<file path="config.mk">
export PLATFORM = sky130hd
export DESIGN_NAME = dcache_ctrl
export DESIGN_NICKNAME = d
export VERILOG_FILES = /design/src/rtl/dcache_pkg.sv /design/src/rtl/dcache_wbuf.sv /design/src/rtl/dcache_ctrl.sv
export SDC_FILE = /design/constraint.sdc
export NUM_CORES = 1
export LEC_CHECK = 0
export ABC_AREA = 1
export CORE_AREA = 2 2 124 126
export DETAILED_ROUTE_END_ITERATION = 7
export DIE_AREA = 0 0 126 128
export HOLD_SLACK_MARGIN = 0.08
export PLACE_DENSITY = 0.81
export SLEW_MARGIN = 10
export SYNTH_ARGS = -nofsm -noshare
export SYNTH_HDL_FRONTEND = slang
export SYNTH_SLANG_ARGS = --single-unit
</file>
<file path="constraint.sdc">
create_clock -name clk -period 1.9 [get_ports clk]
set_input_delay 0.38 -clock clk [delete_from_list [all_inputs] [get_ports clk]]
set_output_delay 0.38 -clock clk [all_outputs]
set_load 0.005 [all_outputs]
</file>
<file path="src/rtl/dcache_pkg.sv">
// rtl/dcache_pkg.sv - shared constants and state encoding for the data cache controller
//
// Index field is addr[INDEX_MSB:INDEX_LSB]; the stored label is addr[31:TAG_LSB].
package dcache_pkg;

  localparam int INDEX_MSB = 6;
  localparam int INDEX_LSB = 2;
  localparam int TAG_LSB   = 7;
  localparam int LABEL_W   = 25;

  typedef enum logic [1:0] {
    ST_IDLE  = 2'd0,
    ST_FILL  = 2'd1,
    ST_WTHRU = 2'd2
  } dc_state_e;

endpackage

</file>
<file path="src/rtl/dcache_wbuf.sv">
// rtl/dcache_wbuf.sv - one-entry store buffer that drains through the memory port
//
// Ports:
//   clk, resetn          clock, asynchronous active-low reset
//   push                 capture push_addr/push_data (wins over a same-cycle drain_ack)
//   drain_ack            memory accepted the buffered write; entry frees
//   drain_req            entry valid, i.e. a write is pending toward memory
//   drain_addr/data      the buffered write
module dcache_wbuf
  import dcache_pkg::*;
#(
  parameter int ADDR_W = 32,
  parameter int DATA_W = 32
) (
  input  logic              clk,
  input  logic              resetn,
  input  logic              push,
  input  logic [ADDR_W-1:0] push_addr,
  input  logic [DATA_W-1:0] push_data,
  input  logic              drain_ack,
  output logic              drain_req,
  output logic [ADDR_W-1:0] drain_addr,
  output logic [DATA_W-1:0] drain_data
);

  logic              valid_q;
  logic [ADDR_W-1:0] addr_q;
  logic [DATA_W-1:0] data_q;

  always_ff @(posedge clk or negedge resetn) begin
    if (!resetn) begin
      valid_q <= 1'b0;
      addr_q  <= '0;
      data_q  <= '0;
    end else if (push) begin
      // A push in the drain-ack cycle refills the entry immediately.
      valid_q <= 1'b1;
      addr_q  <= push_addr;
      data_q  <= push_data;
    end else if (drain_ack) begin
      valid_q <= 1'b0;
    end
  end

  assign drain_req  = valid_q;
  assign drain_addr = addr_q;
  assign drain_data = data_q;

endmodule

</file>
<file path="src/rtl/dcache_ctrl.sv">
// rtl/dcache_ctrl.sv - direct-mapped write-through data cache controller (MEM stage)
//
// Optional feature macro: DCACHE_WBUF_EN (one-entry write buffer, stores retire without stalling).
//
// Ports:
//   clk, resetn                    clock, asynchronous active-low reset
//   cpu_req/we/addr/wdata          MEM-stage access, held stable while cpu_stall is high
//   cpu_rdata, cpu_stall           load result (0 when no load completes), pipeline freeze
//   cache_addr/wen/wdata           array address (= cpu_addr), one-cycle write strobe, write word
//   cache_valid/label/rdata        contents of the indexed line
//   mem_req/we/addr/wdata          memory request, stable until mem_ack
//   mem_ack, mem_rdata             one-cycle completion pulse, read data in that cycle
module dcache_ctrl
  import dcache_pkg::*;
#(
  parameter int ADDR_W  = 32,
  parameter int DATA_W  = 32,
  parameter int TAG_LSB = 7
) (
  input  logic                      clk,
  input  logic                      resetn,
  input  logic                      cpu_req,
  input  logic                      cpu_we,
  input  logic [ADDR_W-1:0]         cpu_addr,
  input  logic [DATA_W-1:0]         cpu_wdata,
  output logic [DATA_W-1:0]         cpu_rdata,
  output logic                      cpu_stall,
  output logic [ADDR_W-1:0]         cache_addr,
  output logic                      cache_wen,
  output logic [DATA_W-1:0]         cache_wdata,
  input  logic                      cache_valid,
  input  logic [ADDR_W-TAG_LSB-1:0] cache_label,
  input  logic [DATA_W-1:0]         cache_rdata,
  output logic                      mem_req,
  output logic                      mem_we,
  output logic [ADDR_W-1:0]         mem_addr,
  output logic [DATA_W-1:0]         mem_wdata,
  input  logic                      mem_ack,
  input  logic [DATA_W-1:0]         mem_rdata
);

  localparam logic [1:0] IDLE  = ST_IDLE;
  localparam logic [1:0] FILL  = ST_FILL;
  localparam logic [1:0] WTHRU = ST_WTHRU;

  logic [1:0]        state, state_nxt;
  logic              hit;
  logic [ADDR_W-1:0] addr_al;
  logic              issue_fill, issue_store, req_done;

  // Registered request for fills (and write-through stores when no buffer).
  logic              req_q, we_q;
  logic [ADDR_W-1:0] addr_q;
  logic [DATA_W-1:0] wdata_q;

  assign hit        = cache_valid && (cache_label == cpu_addr[ADDR_W-1:TAG_LSB]);
  assign addr_al    = {cpu_addr[ADDR_W-1:2], 2'b00};
  assign cache_addr = cpu_addr;

`ifdef DCACHE_WBUF_EN
  logic              wb_valid, wb_push, wb_ack, wb_free;
  logic [ADDR_W-1:0] wb_addr;
  logic [DATA_W-1:0] wb_data;

  // The buffer is always empty while a fill is outstanding, so any ack seen
  // with the buffer valid belongs to the drain.
  assign wb_ack  = wb_valid && mem_ack;
  assign wb_free = !wb_valid || wb_ack;

  dcache_wbuf #(
    .ADDR_W (ADDR_W),
    .DATA_W (DATA_W)
  ) u_wbuf (
    .clk        (clk),
    .resetn     (resetn),
    .push       (wb_push),
    .push_addr  (addr_al),
    .push_data  (cpu_wdata),
    .drain_ack  (wb_ack),
    .drain_req  (wb_valid),
    .drain_addr (wb_addr),
    .drain_data (wb_data)
  );

  // Drain owns the port whenever the buffer holds an entry.
  assign mem_req   = wb_valid | req_q;
  assign mem_we    = wb_valid ? 1'b1    : we_q;
  assign mem_addr  = wb_valid ? wb_addr : addr_q;
  assign mem_wdata = wb_valid ? wb_data : wdata_q;
`else
  assign mem_req   = req_q;
  assign mem_we    = we_q;
  assign mem_addr  = addr_q;
  assign mem_wdata = wdata_q;
`endif

  always_comb begin
    state_nxt   = state;
    cpu_stall   = 1'b0;
    cpu_rdata   = '0;
    cache_wen   = 1'b0;
    cache_wdata = '0;
    issue_fill  = 1'b0;
    issue_store = 1'b0;
    req_done    = 1'b0;
`ifdef DCACHE_WBUF_EN
    wb_push     = 1'b0;
`endif
    case (state)
      IDLE: begin
        if (cpu_req) begin
          if (!cpu_we) begin
            if (hit) begin
              cpu_rdata = cache_rdata;
            end else begin
              cpu_stall = 1'b1;
`ifdef DCACHE_WBUF_EN
              // Pending write must reach memory before the fill is issued.
              issue_fill = wb_free;
`else
              issue_fill = 1'b1;
`endif
              if (issue_fill) state_nxt = FILL;
            end
          end else begin
`ifdef DCACHE_WBUF_EN
            if (wb_free) begin
              wb_push     = 1'b1;
              cache_wen   = 1'b1;
              cache_wdata = cpu_wdata;
            end else begin
              cpu_stall = 1'b1;
            end
`else
            cpu_stall   = 1'b1;
            issue_store = 1'b1;
            state_nxt   = WTHRU;
`endif
          end
        end
      end
      FILL: begin
        if (mem_ack) begin
          cache_wen   = 1'b1;
          cache_wdata = mem_rdata;
          cpu_rdata   = mem_rdata;
          req_done    = 1'b1;
          state_nxt   = IDLE;
        end else begin
          cpu_stall = 1'b1;
        end
      end
      WTHRU: begin
        // Array is updated only once memory has accepted the write.
        if (mem_ack) begin
          cache_wen   = 1'b1;
          cache_wdata = cpu_wdata;
          req_done    = 1'b1;
          state_nxt   = IDLE;
        end else begin
          cpu_stall = 1'b1;
        end
      end
      default: state_nxt = IDLE;
    endcase
  end

  always_ff @(posedge clk or negedge resetn) begin
    if (!resetn) begin
      state   <= IDLE;
      req_q   <= 1'b0;
      we_q    <= 1'b0;
      addr_q  <= '0;
      wdata_q <= '0;
    end else begin
      state <= state_nxt;
      if (issue_fill) begin
        req_q  <= 1'b1;
        we_q   <= 1'b0;
        addr_q <= addr_al;
      end else if (issue_store) begin
        req_q   <= 1'b1;
        we_q    <= 1'b1;
        addr_q  <= addr_al;
        wdata_q <= cpu_wdata;
      end else if (req_done) begin
        req_q <= 1'b0;
      end
    end
  end

endmodule
</file>
# After elaboration in Yosys (flattened, before gate mapping)
# Index checks and enable logic that the tools add are counted.
# op_classes
n_addsub,0
eq_ne,6
div_mod_pow,0
bitwise,1
n_reduce_logical,7
mux,32
multipliers,0
shift,0
magnitude_cmp,0
# ops
operator,n
$mux 32,7
$pmux 32 s2,2
$eq 25x25->1,1
$mux 1,17
$mux 2,4
$pmux 2 s2,1
$ne 3x3->1 const B,1
$reduce_and 3->1,1
$reduce_bool 3->1,1
$eq 2x1->1 const B,1
$eq 2x2->1 const B,1
$logic_not 2->1,1
$ne 2x1->1 const B,1
$ne 2x2->1 const B,1
$pmux 1 s2,1
$reduce_and 2->1,1
$reduce_bool 2->1,1
$reduce_or 2->1,1
$logic_and 1x1->1,1
$not 1->1,1
# word_totals
wordCells,51
out_inout_bits,164
mem_bits_rw,0
latchBits,0
n_memories,0
reg_bits,68
mem_bits_ro,0
input_bits,159

# Logic depth before layout (Yosys ltp)
# depth
depth_word,8
ltp_mapped,15
mapped_depth_nobuf,14

# Worst setup path after synthesis
# Ideal clock, no wire load.
# synth_timing
kind,register -> output
startpoint,reg state[0]
endpoint,out cpu_rdata[10]
arrival_ns,1.359
n_path_buf,1
t_required_ns,1.520
stages_incl_launch_ff,8
slack_ns,0.161
cell_sequence,dfrtp_1 -> inv_1 -> ha_1 -> nand2_1 -> nor2_1 -> nand3_1 -> clkbuf_1 -> o21ai_0
# synth_via
elab_chain_cells,2
word_cells_on_any_way,3
classes_between,eq/ne: 1; mux: 1; reduce/logical: 1
# synth_rtl
item,line,source
from (decl),dcache_ctrl.sv:46,"logic [1:0] state, state_nxt;"
from (signal assigned),dcache_ctrl.sv:176,state <= state_nxt;
$eq 2x1->1 or $logic_not 2->1 (tied branches),dcache_ctrl.sv:109,case (state)
$pmux 32 s2 *,dcache_ctrl.sv:109,
to (decl),dcache_ctrl.sv:26,"output logic [DATA_W-1:0] cpu_rdata,"
# Mark *: on every way between the ends. The rest lies on a longest branch, timed or not.

# Final worst setup path
# layout_timing
startpoint,reg state[0]
endpoint,out cache_wdata[17]
# layout_via
elab_chain_cells,2
word_cells_on_any_way,3
classes_between,eq/ne: 2; mux: 1
# layout_rtl
item,line,source
$eq 2x2->1 or $eq 2x1->1 (tied branches),dcache_ctrl.sv:109,
$pmux 32 s2 *,dcache_ctrl.sv:109,
to (decl),dcache_ctrl.sv:30,"output logic [DATA_W-1:0] cache_wdata,"
# Marks and branches as above.

==> out/metrics.csv <==
stage,metric,value,unit
status,status,"complete, but fails checks",
status,failing checks,negative setup slack,
drt,WL/cell,16.9,µm
place,Post-Place Cells,1076,
die,Starting Density,27.9,%
pwr,Leakage,4.37,nW
clocking,Clock Path Buffers,2,
critical_path,Worst setup EP type,output port,
clocking,clock latency on the worst-skew pair,340,ps
die,core area,0.0149,mm²
drt,Post-Route WL,18.9,mm
die,Die Y,128,µm
job,maxcap violations,0,
sta,fin. max-slew vios,0,
synth,post-synth cell types,27,
critical_path,CP max stage delay,380,ps
pwr,PnR Total Power,9.89,mW
global_routing,Tot GR Track Use,21.4,%
drt,Vias,5069,
place,"Cell Area, Placed",0.00779,mm²
clocking,Clock Pin Slew Worst Setup and Hold Paths,60,ps
sta,clock skew,4.63,ps
drt,vias per cell,4.53,
drt,initial DRC count,183,
layout,fin util,58.5,%
global_routing,number of global-route vias before repair,4937,
sta,RSZ-0062 raised after global routing,yes,
critical_path,"CP delay by family, top",buffers and inverters,
layout,Final Non-Filler Cells,1118,
synth,Post-synth ARST share,100,%
critical_path,critical path data arrival time,1800,ps
layout,cell area after layout,0.00870,mm²
synth,post-synth top area cell,dfrtp_1,
synth,post-synth top area share,39.8,%
synth,"Seq/Total Area, Yosys",39.8,%
global_routing,global-route wire length before repair,26.6,mm
critical_path,Crit path buffers/inverters,6,
clocking,H-Tree Depth,3,
sta,min Tclk post-route,2180,ps
place,DP HPWL,13.3,mm
sta,FMAX,459,MHz
critical_path,kind of critical path,reg2out,
layout,share of cells above drive strength 1,46.1,%
critical_path,crit path max fanout,7,
sta,final worst path period share,115,%
drt,post-route ant nets,0,
die,Die ar.,0.0161,mm²
place,port bufs,316,
clocking,cts bufs inserted,9,
layout,P&R area growth vs syn,110,%
die,row cnt,45,
clocking,clk sinks,66,
sta,Final Setup Violations,65,
place,gpl congestion,0.898,
synth,ranking of synthesized cells by area,"dfrtp_1 40%, nand2_1 17%, mux2_2 8.7%",
synth,"Cell Area, Synth",0.00415,mm²
critical_path,CP required,1520,ps
die,Die X,126,µm
clocking,CTS Root Cell,clkbuf_16,
sta,final hold violations,0,
synth,top-count cell post-synth,nand2_1,
sta,Fin Setup TNS,-14930,ps
drt,DRC violation count after routing,0,
drt,Pre-antenna DRT Iters,4,
global_routing,GRT overflow,0,
die,I/O pins,323,
synth,number of synthesized register bits,66,
synth,syn_area_per_cell,7.49,µm²
pwr,Max VDD drop,501,µV
synth,"EDFF count, synth",0,
sta,Setup WS post-layout,-279,ps
clocking,CTS tree,built,
layout,fin nets,1087,
synth,Ys Warns,0,
worst_hold_path,Tightest Hold Check Type,in2reg,
critical_path,CP cell instances,"inv_2, buf_6, ha_4, nand2_2, inv_2, buf_12, clkbuf_16, nand2_2, a21oi_1, buf_2",
critical_path,"Slowest-stage cell, CP",dfrtp_1,
synth,Cells after Synth,554,
pwr,PD cells,1140,mW/mm²
critical_path,startpoint types,register,
synth,Post-synth top flop,dfrtp_1,
global_routing,initial antenna violation count,1,
global_routing,largest net degree at the start of global routing,47,
synth,Synth top cells by count,"189 x nand2_1, 74 x inv_1, 66 x dfrtp_1, 36 x o21ai_0, 34 x buf_4",
layout,fillers,1264,
[worst register-to-register path, stage by stage (launching register included)]
cell     delay [ps]
dfrtp_1         360
inv_2            60
ha_4            170
buf_4           130
nand2_1          60
inv_1            60
nand2_2          90
buf_6           320
mux2_2          400
[final timing paths]
path / from / to / slack, ps / cells after the start
setup / recovery: state[0] / cache_wdata[17] / -280 / 10
hold / removal: cpu_addr[26] / mem_addr[26] / 260 / 3
setup reg to reg: state[1] / mem_wdata[18] / 130 / 8
hold reg to reg: mem_addr[27] / mem_addr[27] / 470 / 2
max in group asynchronous: resetn / mem_addr[19] / 770 / 3
min in group asynchronous: resetn / mem_addr[26] / 550 / 2
[where the power goes]
part	internal (mW)	switching [mW]	total (mW)	leakage, nW
sequential	2.10	0.364	2.46	0.797
clock	1.41	0.647	2.06	0.176
combinational	3.07	2.29	5.36	3.40
[logic make-up after synthesis]
group | synth area share [%]
AND/OR/NAND/NOR | 21.3
buffers and inverters | 17.0
AO/OA/AOI/OAI | 10.7
flip-flops | 39.8
multiplexers | 8.69
XOR/XNOR | 1.27
adder cells (fa/ha/maj) | 1.21
other | 0.0904
[per-stage QoR]
| step | hold WS, ps | worst slack (ps) |
|---|---|---|
| after CTS | 286 | -365 |
| after detailed placement | 375 | -1260 |
| after floorplan | 84.4 | 161 |
| after global placement | 371 | -1240 |
| after global routing | 269 | -348 |
| final | 264 | -279 |
[state kept, by name (all words and copies together) (netlist names)]
signal / cells
mem_we: 1
mem_addr: 30
mem_req: 1
state: 2
mem_wdata: 32
[area by class of cell]
class	count	area [µm²]	share of cell area (%)
Multi-Input combinational cell	350	2330	26.8
Timing Repair Buffer	411	3740	43.0
Clock buffer	9	225	2.59
Clock inverter	7	141	1.63
Sequential cell	66	1650	19.0
Timing Repair inverter	1	11.3	0.129
Inverter	85	359	4.13
Antenna cell	1	2.50	0.0288
Tap cell	188	235	2.70
[placed cells by master, fill, tap and decap left out, types with 4 or more instances in the layout]
cell type,instances
clkbuf_2,7
dfrtp_1,66
buf_12,8
nand2_1,128
mux2_2,32
a21oi_2,19
buf_16,4
a21oi_1,12
o21ai_2,37
nand2_2,54
clkdlybuf4s50_1,198
buf_4,71
nor2_1,10
buf_6,23
nor2_2,5
inv_2,21
nand2_4,17
buf_2,87
o21ai_1,9
bufinv_16,4
clkbuf_16,13
inv_1,59
[metal layers]
metal  routed length (µm)  GRT usage [%]
met1                 6640           22.7
met5                    0              0
met2                10100           39.2
met3                 1580           6.01
met4                  606           9.95
[repair_timing]
item | 4_1_cts | 5_1_grt
endpoints found under the setup margin | 138 | 130
resized for setup | 504 | 186
setup buffers | 7 | 10
endpoints found under the hold margin | 33 | 0
hold buffers | 1 | 0
cloned | 5 | 5
pin swaps | 46 | 65
Note: power is estimated with default switching activity, not from simulation.
